===== config.mk =====
export PLATFORM = sky130hd
export DESIGN_NAME = seg_scan_driver
export DESIGN_NICKNAME = d
export VERILOG_FILES = /design/src/rtl/seg_pkg.sv /design/src/rtl/seg_hex_decode.sv /design/src/rtl/seg_scan_driver.sv
export SDC_FILE = /design/constraint.sdc
export NUM_CORES = 1
export LEC_CHECK = 0
export BUFFER_PORTS_ARGS = -buffer_cell sky130_fd_sc_hd__buf_2
export CORE_UTILIZATION = 60
export DETAILED_ROUTE_END_ITERATION = 8
export PLACE_DENSITY = 0.8
export SYNTH_ARGS = -nofsm -noshare
export SYNTH_HDL_FRONTEND = slang
export SYNTH_SLANG_ARGS = --single-unit

===== constraint.sdc =====
create_clock -name clk -period 5.4 [get_ports clk]
set_input_delay 0.81 -clock clk [delete_from_list [all_inputs] [get_ports clk]]
set_output_delay 0.81 -clock clk [all_outputs]
set_load 0.005 [all_outputs]

===== src/rtl/seg_pkg.sv =====
// Shared types, hex segment table and polarity helper for the seven-segment scan driver.
package seg_pkg;

    typedef logic [7:0] seg_t;

    // Active-high a..g patterns; bit 7 (dp) is always clear here.
    localparam seg_t SEG_HEX [16] = '{
        8'h3F, 8'h06, 8'h5B, 8'h4F, 8'h66, 8'h6D, 8'h7D, 8'h07,
        8'h7F, 8'h6F, 8'h77, 8'h7C, 8'h39, 8'h5E, 8'h79, 8'h71
    };

    localparam seg_t SEG_OFF_H = 8'h00;

    function automatic seg_t seg_polarity(input seg_t s, input bit active_low);
        return active_low ? ~s : s;
    endfunction

endpackage


===== src/rtl/seg_hex_decode.sv =====
// Combinational nibble + decimal point to active-high segment pattern.
module seg_hex_decode
    import seg_pkg::*;
(
    input  logic [3:0] i_nibble,
    input  logic       i_dp,
    output seg_t       o_seg
);

    assign o_seg = SEG_HEX[i_nibble] | {i_dp, 7'b0000000};

endmodule


===== src/rtl/seg_scan_driver.sv =====
// Time-multiplexed seven-segment driver: prescaled digit scan, double-buffered
// display data committed on frame boundaries, blanking and leading-zero suppression.
module seg_scan_driver
    import seg_pkg::*;
#(
    parameter int NUM_DIGITS     = 8,
    parameter int REFRESH_DIV    = 100000,
    parameter int SEG_ACTIVE_LOW = 1,
    parameter int AN_ACTIVE_LOW  = 1,
    localparam int IDX_W = (NUM_DIGITS > 1) ? $clog2(NUM_DIGITS) : 1
) (
    input  logic                    clk,
    input  logic                    rst_n,
    input  logic                    enable,
    input  logic                    load,
    input  logic [4*NUM_DIGITS-1:0] data_in,
    input  logic [NUM_DIGITS-1:0]   dp_in,
    input  logic [NUM_DIGITS-1:0]   blank_in,
    input  logic                    lz_suppress,
    output logic [7:0]              seg_out,
    output logic [NUM_DIGITS-1:0]   an_out,
    output logic [IDX_W-1:0]        digit_idx,
    output logic                    frame_done,
    output logic                    pending
);

    localparam int PW = $clog2(REFRESH_DIV);
    localparam bit SEG_AL = (SEG_ACTIVE_LOW != 0);
    localparam bit AN_AL  = (AN_ACTIVE_LOW != 0);
    localparam logic [NUM_DIGITS-1:0] AN_OFF = AN_AL ? '1 : '0;

    logic [PW-1:0]           r_presc;
    logic [IDX_W-1:0]        r_idx;
    logic [4*NUM_DIGITS-1:0] r_pend_data, r_act_data;
    logic [NUM_DIGITS-1:0]   r_pend_dp, r_pend_blank, r_act_dp, r_act_blank;
    logic                    r_pending, r_frame_done;
    seg_t                    r_seg;
    logic [NUM_DIGITS-1:0]   r_an;
    logic [IDX_W-1:0]        r_didx;

    logic                    w_tick, w_last, w_commit;
    logic [3:0]              w_nib;
    seg_t                    w_dec;
    logic [NUM_DIGITS-1:0]   w_zero, w_lz, w_dark, w_onehot;
    logic                    w_run, w_cur_dark;

    assign w_tick   = enable && (r_presc == PW'(REFRESH_DIV - 1));
    assign w_last   = w_tick && (r_idx == IDX_W'(NUM_DIGITS - 1));
    assign w_commit = w_last || !enable;

    always_ff @(posedge clk or negedge rst_n) begin
        if (!rst_n) begin
            r_presc      <= '0;
            r_idx        <= '0;
            r_frame_done <= 1'b0;
        end else if (!enable) begin
            r_presc      <= '0;
            r_idx        <= '0;
            r_frame_done <= 1'b0;
        end else begin
            r_frame_done <= w_last;
            if (w_tick) begin
                r_presc <= '0;
                r_idx   <= w_last ? '0 : r_idx + IDX_W'(1);
            end else begin
                r_presc <= r_presc + PW'(1);
            end
        end
    end

    // A load coinciding with a commit still lets the previous pending data through first.
    always_ff @(posedge clk or negedge rst_n) begin
        if (!rst_n) begin
            r_pend_data  <= '0;
            r_pend_dp    <= '0;
            r_pend_blank <= '0;
            r_act_data   <= '0;
            r_act_dp     <= '0;
            r_act_blank  <= '0;
            r_pending    <= 1'b0;
        end else begin
            if (w_commit && r_pending) begin
                r_act_data  <= r_pend_data;
                r_act_dp    <= r_pend_dp;
                r_act_blank <= r_pend_blank;
            end
            if (load) begin
                r_pend_data  <= data_in;
                r_pend_dp    <= dp_in;
                r_pend_blank <= blank_in;
                r_pending    <= 1'b1;
            end else if (w_commit) begin
                r_pending <= 1'b0;
            end
        end
    end

    // Suppression runs from the top digit down and stops at the first significant one.
    always_comb begin
        w_zero = '0;
        w_lz   = '0;
        w_run  = lz_suppress;
        for (int unsigned k = 0; k < NUM_DIGITS; k++) begin
            w_zero[k] = (r_act_data[4*k +: 4] == 4'h0) && !r_act_dp[k];
        end
        for (int unsigned k = NUM_DIGITS - 1; k >= 1; k--) begin
            w_run   = w_run && w_zero[k];
            w_lz[k] = w_run;
        end
    end

    always_comb begin
        w_onehot        = '0;
        w_onehot[r_idx] = 1'b1;
    end

    assign w_dark     = r_act_blank | w_lz;
    assign w_cur_dark = w_dark[r_idx];
    assign w_nib      = r_act_data[{r_idx, 2'b00} +: 4];

    seg_hex_decode u_decode (
        .i_nibble (w_nib),
        .i_dp     (r_act_dp[r_idx]),
        .o_seg    (w_dec)
    );

    always_ff @(posedge clk or negedge rst_n) begin
        if (!rst_n) begin
            r_seg  <= seg_polarity(SEG_OFF_H, SEG_AL);
            r_an   <= AN_OFF;
            r_didx <= '0;
        end else begin
            r_didx <= enable ? r_idx : '0;
            if (!enable || w_cur_dark) begin
                r_seg <= seg_polarity(SEG_OFF_H, SEG_AL);
                r_an  <= AN_OFF;
            end else begin
                r_seg <= seg_polarity(w_dec, SEG_AL);
                r_an  <= AN_AL ? ~w_onehot : w_onehot;
            end
        end
    end

    assign seg_out    = r_seg;
    assign an_out     = r_an;
    assign digit_idx  = r_didx;
    assign frame_done = r_frame_done;
    assign pending    = r_pending;

endmodule


### Word level (Yosys, flattened, before mapping)

Memories as Yosys holds them, arrays and structs flattened.
Cells that the tools add are included.

| storage, ports and cells | value |
|---|---|
| register bits | 137 |
| memory bits (read-only) | 128 |
| output and inout port bits | 21 |
| word-level logic and storage cells | 83 |
| memories kept | 1 |

| cells by class | value |
|---|---|
| add/sub/neg operators | 2 |
| $lt $le $gt $ge | 3 |
| eq/ne operators | 3 |
| shifts and indexed selects | 1 |
| mux-type cells | 19 |
| bitwise logic cells | 5 |
| reductions and logical operators | 36 |

Memories:

| name | words | width | read ports | clocked after Yosys merged registers in | wr ports | RTL line | text |
|---|---|---|---|---|---|---|---|
| (name not given) | 16 | 8 | 1 | 0 | 0 | seg_hex_decode.sv:10 | `assign o_seg = SEG_HEX[i_nibble] \| {i_dp, 7'b0000000};` |

Operators with widths:

| cell | number |
|---|---|
| 2-to-1 mux 17 bit | 2 |
| 2-to-1 mux 8 bit | 4 |
| indexed part select 32 x 6 -> 4 bit | 1 |
| logical NOT 4 bit | 7 |
| logical AND 1 bit | 18 |
| adder 17 x 1 -> 17 bit (second input constant) | 1 |
| equality test 17 bit (second input constant) | 1 |
| NOT 8 bit | 2 |
| bitwise OR 8 bit | 2 |
| 2-to-1 mux 3 bit | 4 |
| logical NOT 1 bit | 8 |
| binary-select mux 1 bit (select 3 bit) | 2 |
| 2-to-1 mux 1 bit | 6 |
| greater-or-equal comparator 5 bit (second input constant) | 1 |
| NOT 4 -> 5 bit | 1 |
| less-than comparator 3 x 4 -> 1 bit (second input constant) | 1 |
| adder 3 x 1 -> 3 bit (second input constant) | 1 |
| demux 1 bit (select 3 bit) | 1 |
| equality test 3 bit (second input constant) | 1 |
| greater-or-equal comparator 3 x 1 -> 1 bit (second input constant) | 1 |
| logical OR 1 bit | 2 |
| != test 2 x 1 -> 1 bit (second input constant) | 1 |
| nonzero test 2 bit | 1 |

### Logic depth before layout (Yosys ltp)

| logic depth | value |
|---|---|
| depth in word-level cells | 14 |
| mapped depth | 11 |
| mapped depth without buffers | 9 |

### Modules after synthesis

From an unflattened synthesis, not the netlist that was laid out.

| unflattened totals | value |
|---|---|
| cell total of the unflattened synthesis | 468 |
| area total of the unflattened synthesis | 6200.9 um^2 |

Modules (own cells, without submodules):

| module | instances | cells each | area an instance (um^2) | seq. area each (um^2) |
|---|---|---|---|---|
| seg_scan_driver | 1 | 434 | 5910.7 | 3448.3 |
| seg_hex_decode | 1 | 34 | 290.3 | 0.0 |

### Worst setup path before layout

OpenSTA, ideal clock, no wires.

| timing | value |
|---|---|
| path type | reg-to-reg |
| from | register r_idx[1] |
| to | register r_seg[6] (netlist: seg_out[6]) |
| library setup time | 0.099 ns |
| arrival time | 2.261 ns |
| required time | 5.301 ns |
| path slack | 3.040 ns |
| stages on the path, launching flop included | 11 |
| buffers on the path | 2 |
| period minus slack after synthesis | 2.360 ns |
| cells stage by stage | dfrtp_1 > buf_2 > buf_2 > mux2_2 > and3_1 > nor3_1 > inv_1 > ha_1 > nand3_1 > a21boi_0 > o211ai_1 |

| between the ends | value |
|---|---|
| longest elaborated chain between the ends | 8 |

Ends and longest elaborated chain:

| item | RTL line | text |
|---|---|---|
| start: declaration | seg_scan_driver.sv:33 | `logic [IDX_W-1:0] r_idx;` |
| start signal: assignment | seg_scan_driver.sv:64 | `r_idx <= w_last ? '0 : r_idx + IDX_W'(1);` |
| indexed part select 32 x 6 -> 4 bit | seg_scan_driver.sv:119 | `assign w_nib = r_act_data[{r_idx, 2'b00} +: 4];` |
| NOT 4 -> 5 bit (not written as such) | seg_hex_decode.sv:10 |  |
| memory read (16 x 8 bit) | n/a |  |
| 2-to-1 mux 8 bit (not written as such) (2 in series) | seg_hex_decode.sv:10 |  |
| bitwise OR 8 bit | seg_hex_decode.sv:10 |  |
| NOT 8 bit | seg_pkg.sv:15 | `return active_low ? ~s : s;` |
| 2-to-1 mux 8 bit (*) | seg_scan_driver.sv:134 | `if (!enable \|\| w_cur_dark) begin` |
| end signal: assignment | seg_scan_driver.sv:129 | `r_seg <= seg_polarity(SEG_OFF_H, SEG_AL);` |
| end signal: assignment | seg_scan_driver.sv:135 | `r_seg <= seg_polarity(SEG_OFF_H, SEG_AL);` |
| end signal: assignment | seg_scan_driver.sv:138 | `r_seg <= seg_polarity(w_dec, SEG_AL);` |
| end: declaration | seg_scan_driver.sv:37 | `seg_t r_seg;` |

Mark *: on every way between the ends. The rest lies on a longest branch, timed or not. The select of a mux whose other input is x is not followed.
A chain may end at the register's enable or synchronous reset.

### Final worst setup path

Ends and elaborated chain as after synthesis.

==> flow_results.xml <==
<?xml version="1.0" encoding="UTF-8"?>
<metrics>
  <group name="status">
    <metric name="outcome" unit="">completed</metric>
  </group>
  <group name="flow_run">
    <metric name="max-cap-violations" unit="">0</metric>
  </group>
  <group name="drt">
    <metric name="detailroute.via_count" unit="">3853</metric>
    <metric name="remaining_drc_errors" unit="">0</metric>
    <metric name="vias_per_inst" unit="">5.708</metric>
    <metric name="drt_wl_total" unit="mm">11.63</metric>
    <metric name="detail-route-antenna-nets" unit="">0</metric>
    <metric name="wl_per_cell" unit="um">17.24</metric>
    <metric name="drt_iter0_markers" unit="">249</metric>
    <metric name="first_pass_iters" unit="">4</metric>
  </group>
  <group name="cts">
    <metric name="cts_made_buffers" unit="">17</metric>
    <metric name="cts_sinks" unit="">137</metric>
    <metric name="clk_latency" unit="ps">530</metric>
    <metric name="clockBufferDepth" unit="">2</metric>
    <metric name="cts_tree" unit="">built</metric>
    <metric name="cts.repair_timing.setup_buffer_count" unit="">0</metric>
    <metric name="gates_resized_cts_repair" unit="">0</metric>
    <metric name="clk_pin_slew" unit="ps">60</metric>
    <metric name="cts_hold_buf" unit="">0</metric>
    <metric name="clock_tree.root_cell" unit="">sky130_fd_sc_hd__clkbuf_8</metric>
    <metric name="level_count_of_the_clock_h_tree" unit="">4</metric>
  </group>
  <group name="yosys">
    <metric name="post_synth_num_cell_types" unit="">55</metric>
    <metric name="post-synth-top-area-fraction" unit="%">49.30</metric>
    <metric name="synth_area_per_cell" unit="um^2">13.41</metric>
    <metric name="yosys_warnings" unit="">0</metric>
    <metric name="seq_area_frac_synth" unit="%">56.14</metric>
    <metric name="synth_top_flop_cell" unit="">sky130_fd_sc_hd__dfrtp_1</metric>
    <metric name="mappedNetlistArea" unit="um^2">6142</metric>
    <metric name="number_of_enable_type_register_cells_in_the_synthesized_netlist" unit="">0</metric>
    <metric name="synth_area_leaders" unit="">sky130_fd_sc_hd__dfrtp_1 (49%), sky130_fd_sc_hd__mux2_2 (14%), sky130_fd_sc_hd__dfstp_2 (6.8%), sky130_fd_sc_hd__mux2_4 (4.9%), sky130_fd_sc_hd__ha_1 (1.6%)</metric>
    <metric name="post_synth_inst_count" unit="">458</metric>
    <metric name="asyncSetResetFlopFracSynth" unit="%">100.0</metric>
    <metric name="leading_area_contributor_after_synthesis" unit="">sky130_fd_sc_hd__dfrtp_1</metric>
    <metric name="mappedNetlistNets" unit="">519</metric>
    <metric name="yosys_register_bits" unit="">137</metric>
  </group>
  <group name="critical_path">
    <metric name="reg2reg_to" unit="">seg_out[6]</metric>
    <metric name="worst-setup-path-type" unit="">reg2reg</metric>
    <metric name="crit_path_end_kind" unit="">flip-flop</metric>
    <metric name="worstPathArrival" unit="ps">3300</metric>
    <metric name="crit_path_start_kind" unit="">flip-flop</metric>
    <metric name="r2r_slack" unit="ps">2490</metric>
    <metric name="cp_required" unit="ps">5790</metric>
    <metric name="setup.worst_path.start" unit="">r_idx[1]</metric>
    <metric name="worst_setup_path_end" unit="">seg_out[6]</metric>
    <metric name="crit_fanout" unit="">25</metric>
    <metric name="rr_startpoint" unit="">r_idx[1]</metric>
    <metric name="worst_r2r_path_depth" unit="">8</metric>
  </group>
  <group name="die">
    <metric name="design.core.area" unit="um^2">9864</metric>
    <metric name="pin_count" unit="">74</metric>
    <metric name="rows" unit="">36</metric>
    <metric name="die_area" unit="um^2">10650</metric>
    <metric name="chipHeight" unit="um">103.2</metric>
    <metric name="initial_core_util" unit="%">62.27</metric>
    <metric name="die_w" unit="um">103.2</metric>
  </group>
  <group name="timing">
    <metric name="final.setup_skew" unit="ps">13.61</metric>
    <metric name="worst_slew_pin_slew" unit="ps">1059</metric>
    <metric name="clock.fmax" unit="GHz">0.3439</metric>
    <metric name="final_max_slew_viol_count" unit="">0</metric>
    <metric name="worst_rel_slew_slack" unit="%">28.84</metric>
    <metric name="finalSetupViolations" unit="">0</metric>
    <metric name="post-route-min-period" unit="ps">2908</metric>
    <metric name="setup_repair_after_global_routing_missed_its_margin" unit="">no</metric>
    <metric name="final.setup.tns" unit="ps">0</metric>
    <metric name="final-hold-violation-count" unit="">0</metric>
    <metric name="finalCritPeriodShare" unit="%">53.85</metric>
  </group>
  <group name="cells_and_area">
    <metric name="antenna_cells" unit="">0</metric>
    <metric name="finish.instance_area" unit="um^2">7219</metric>
    <metric name="areaGrowthSynthToFinish" unit="%">17.54</metric>
    <metric name="final_layout_size_suffix_gt1_share" unit="%">42.99</metric>
    <metric name="final_net_count" unit="">590</metric>
  </group>
  <group name="power">
    <metric name="leakage" unit="nW">3.190</metric>
    <metric name="switchingPower" unit="mW">0.6548</metric>
    <metric name="pwr-share-clk" unit="%">44.8</metric>
    <metric name="worst_case_vdd_ir_drop" unit="V">0.0002681</metric>
    <metric name="comb_power_share" unit="%">11.1</metric>
    <metric name="power_total" unit="mW">2.841</metric>
    <metric name="switching_share" unit="%">23.05</metric>
    <metric name="total_internal_power" unit="mW">2.186</metric>
    <metric name="pwr_density_cell" unit="nW/um^2">393.5</metric>
    <metric name="power.share.sequential" unit="%">44.1</metric>
  </group>
  <group name="place">
    <metric name="io_buffer_count" unit="">73</metric>
    <metric name="routabilityCongestion" unit="">0.8967</metric>
    <metric name="post-dp-hpwl" unit="mm">7.824</metric>
    <metric name="dpl_cell_area" unit="um^2">6563</metric>
  </group>
  <group name="global_route">
    <metric name="grt_remaining_overflow" unit="">0</metric>
    <metric name="vias_in_the_first_global_route" unit="">3820</metric>
    <metric name="grt_start_max_net_pins" unit="">90</metric>
    <metric name="groute.usage.overall" unit="%">24.38</metric>
    <metric name="antenna_violations_before_repair" unit="">0</metric>
    <metric name="first_pass_grt_wire_length" unit="mm">19.00</metric>
  </group>
  <group name="hold_path">
    <metric name="holdCritPathClass" unit="">reg2reg</metric>
    <metric name="hp_start" unit="">r_presc[0]</metric>
  </group>
</metrics>
-- registers in the layout, indices dropped and copies added (netlist names) --
name / count
frame_done: 1
r_idx: 3
seg_out: 8
digit_idx: 3
r_pend_blank: 8
r_presc: 17
r_pend_dp: 8
an_out: 8
r_act_data: 32
r_act_dp: 8
pending: 1
r_pend_data: 32
r_act_blank: 8
-- cell usage after synthesis (5+ instances only) --
master / count
sky130_fd_sc_hd__dfrtp_1: 121
sky130_fd_sc_hd__mux2_2: 79
sky130_fd_sc_hd__nor2_1: 24
sky130_fd_sc_hd__mux2_4: 20
sky130_fd_sc_hd__dfstp_2: 16
sky130_fd_sc_hd__nand2_1: 15
sky130_fd_sc_hd__nand3_1: 11
sky130_fd_sc_hd__a21oi_1: 9
sky130_fd_sc_hd__and3_1: 9
sky130_fd_sc_hd__mux2i_1: 9
sky130_fd_sc_hd__xor2_1: 9
sky130_fd_sc_hd__and2_1: 8
sky130_fd_sc_hd__ha_1: 8
sky130_fd_sc_hd__nand2b_1: 8
sky130_fd_sc_hd__buf_2: 7
sky130_fd_sc_hd__buf_1: 6
sky130_fd_sc_hd__inv_1: 6
sky130_fd_sc_hd__nand4_1: 6
sky130_fd_sc_hd__nor3_1: 6
sky130_fd_sc_hd__o21ai_0: 6
sky130_fd_sc_hd__clkbuf_1: 5
sky130_fd_sc_hd__o211ai_1: 5
sky130_fd_sc_hd__or4_1: 5
-- metal layers --
layer	track usage (%)	part of all wire, %	up-vias
met2	38.21	49	110
met3	5.847	4.7	17
li1	-	-	1795
met5	0	0	-
met4	10.51	1.8	0
met1	32.85	44	1931
-- stage by stage --
stage | cells | util [%] | hold slack [ps] | worst slack [ps]
5_1_grt | 675 | 73.19 | 480.0 | 2233
2_1_floorplan | 458 | - | 424.5 | 3040
3_5_place_dp | 643 | 66.53 | 445.3 | 2503
4_1_cts | 675 | 73.19 | 456.9 | 2550
6_report | 675 | 73.19 | 453.6 | 2492
3_3_place_gp | 643 | 66.53 | 437.3 | 2574
-- cell usage in the layout (no fill, tap or decap), drive strengths merged, types with 10 or more instances in the layout --
cell	count
dfstp	16
nand3	11
mux2	99
nand2	16
nor2	24
clkbuf	20
buf	76
mux2i	10
dfrtp	121
-- cell type report --
cell class                 instances  area, um^2
multi-input combinational        289        2527
timing repair buffer              76       390.4
fill                             629        2645
clock buffer                      20       435.4
clock inverter                    12       221.5
sequential                       137        3448
tap                              133       166.4
inverter                           8       30.03
-- cell families after synthesis --
group           Yosys count  share of synthesized area, %
compound gates           43                         5.459
xor+xnor                 13                         1.854
fa+ha+maj                 8                         1.630
buf+inv                  32                         2.709
flops                   137                         56.14
mux                     111                         21.80
simple gates            114                         10.41
-- worst min-delay path by stage --
stage / slack, ps / depth (start not counted) / to
4_1_cts: 460 / 1 / r_presc[0]
2_1_floorplan: 420 / 1 / r_presc[0]
6_report: 450 / 1 / r_presc[0]
3_5_place_dp: 450 / 1 / r_presc[0]
5_1_grt: 480 / 1 / r_presc[0]
3_3_place_gp: 440 / 1 / r_presc[0]
-- critical path, cell delays in order (launching register included) --
cell and delay (ps):
sky130_fd_sc_hd__dfrtp_1 870, sky130_fd_sc_hd__mux2_2 410, sky130_fd_sc_hd__and3_1 180, sky130_fd_sc_hd__nor3_1 530, sky130_fd_sc_hd__inv_1 150, sky130_fd_sc_hd__ha_1 250, sky130_fd_sc_hd__nand3_1 90, sky130_fd_sc_hd__a21boi_0 190
sky130_fd_sc_hd__o211ai_1 110
-- power groups by stage --
stage	logic (mW)	clock network (mW)	registers [mW]
floorplan	0.236	0	1.22
global placement	0.300	0	1.26
detailed placement	0.314	0	1.27
CTS	0.319	1.29	1.25
global route	0.352	1.33	1.26
finish	0.316	1.27	1.25
(Power assumes the default switching activity.)
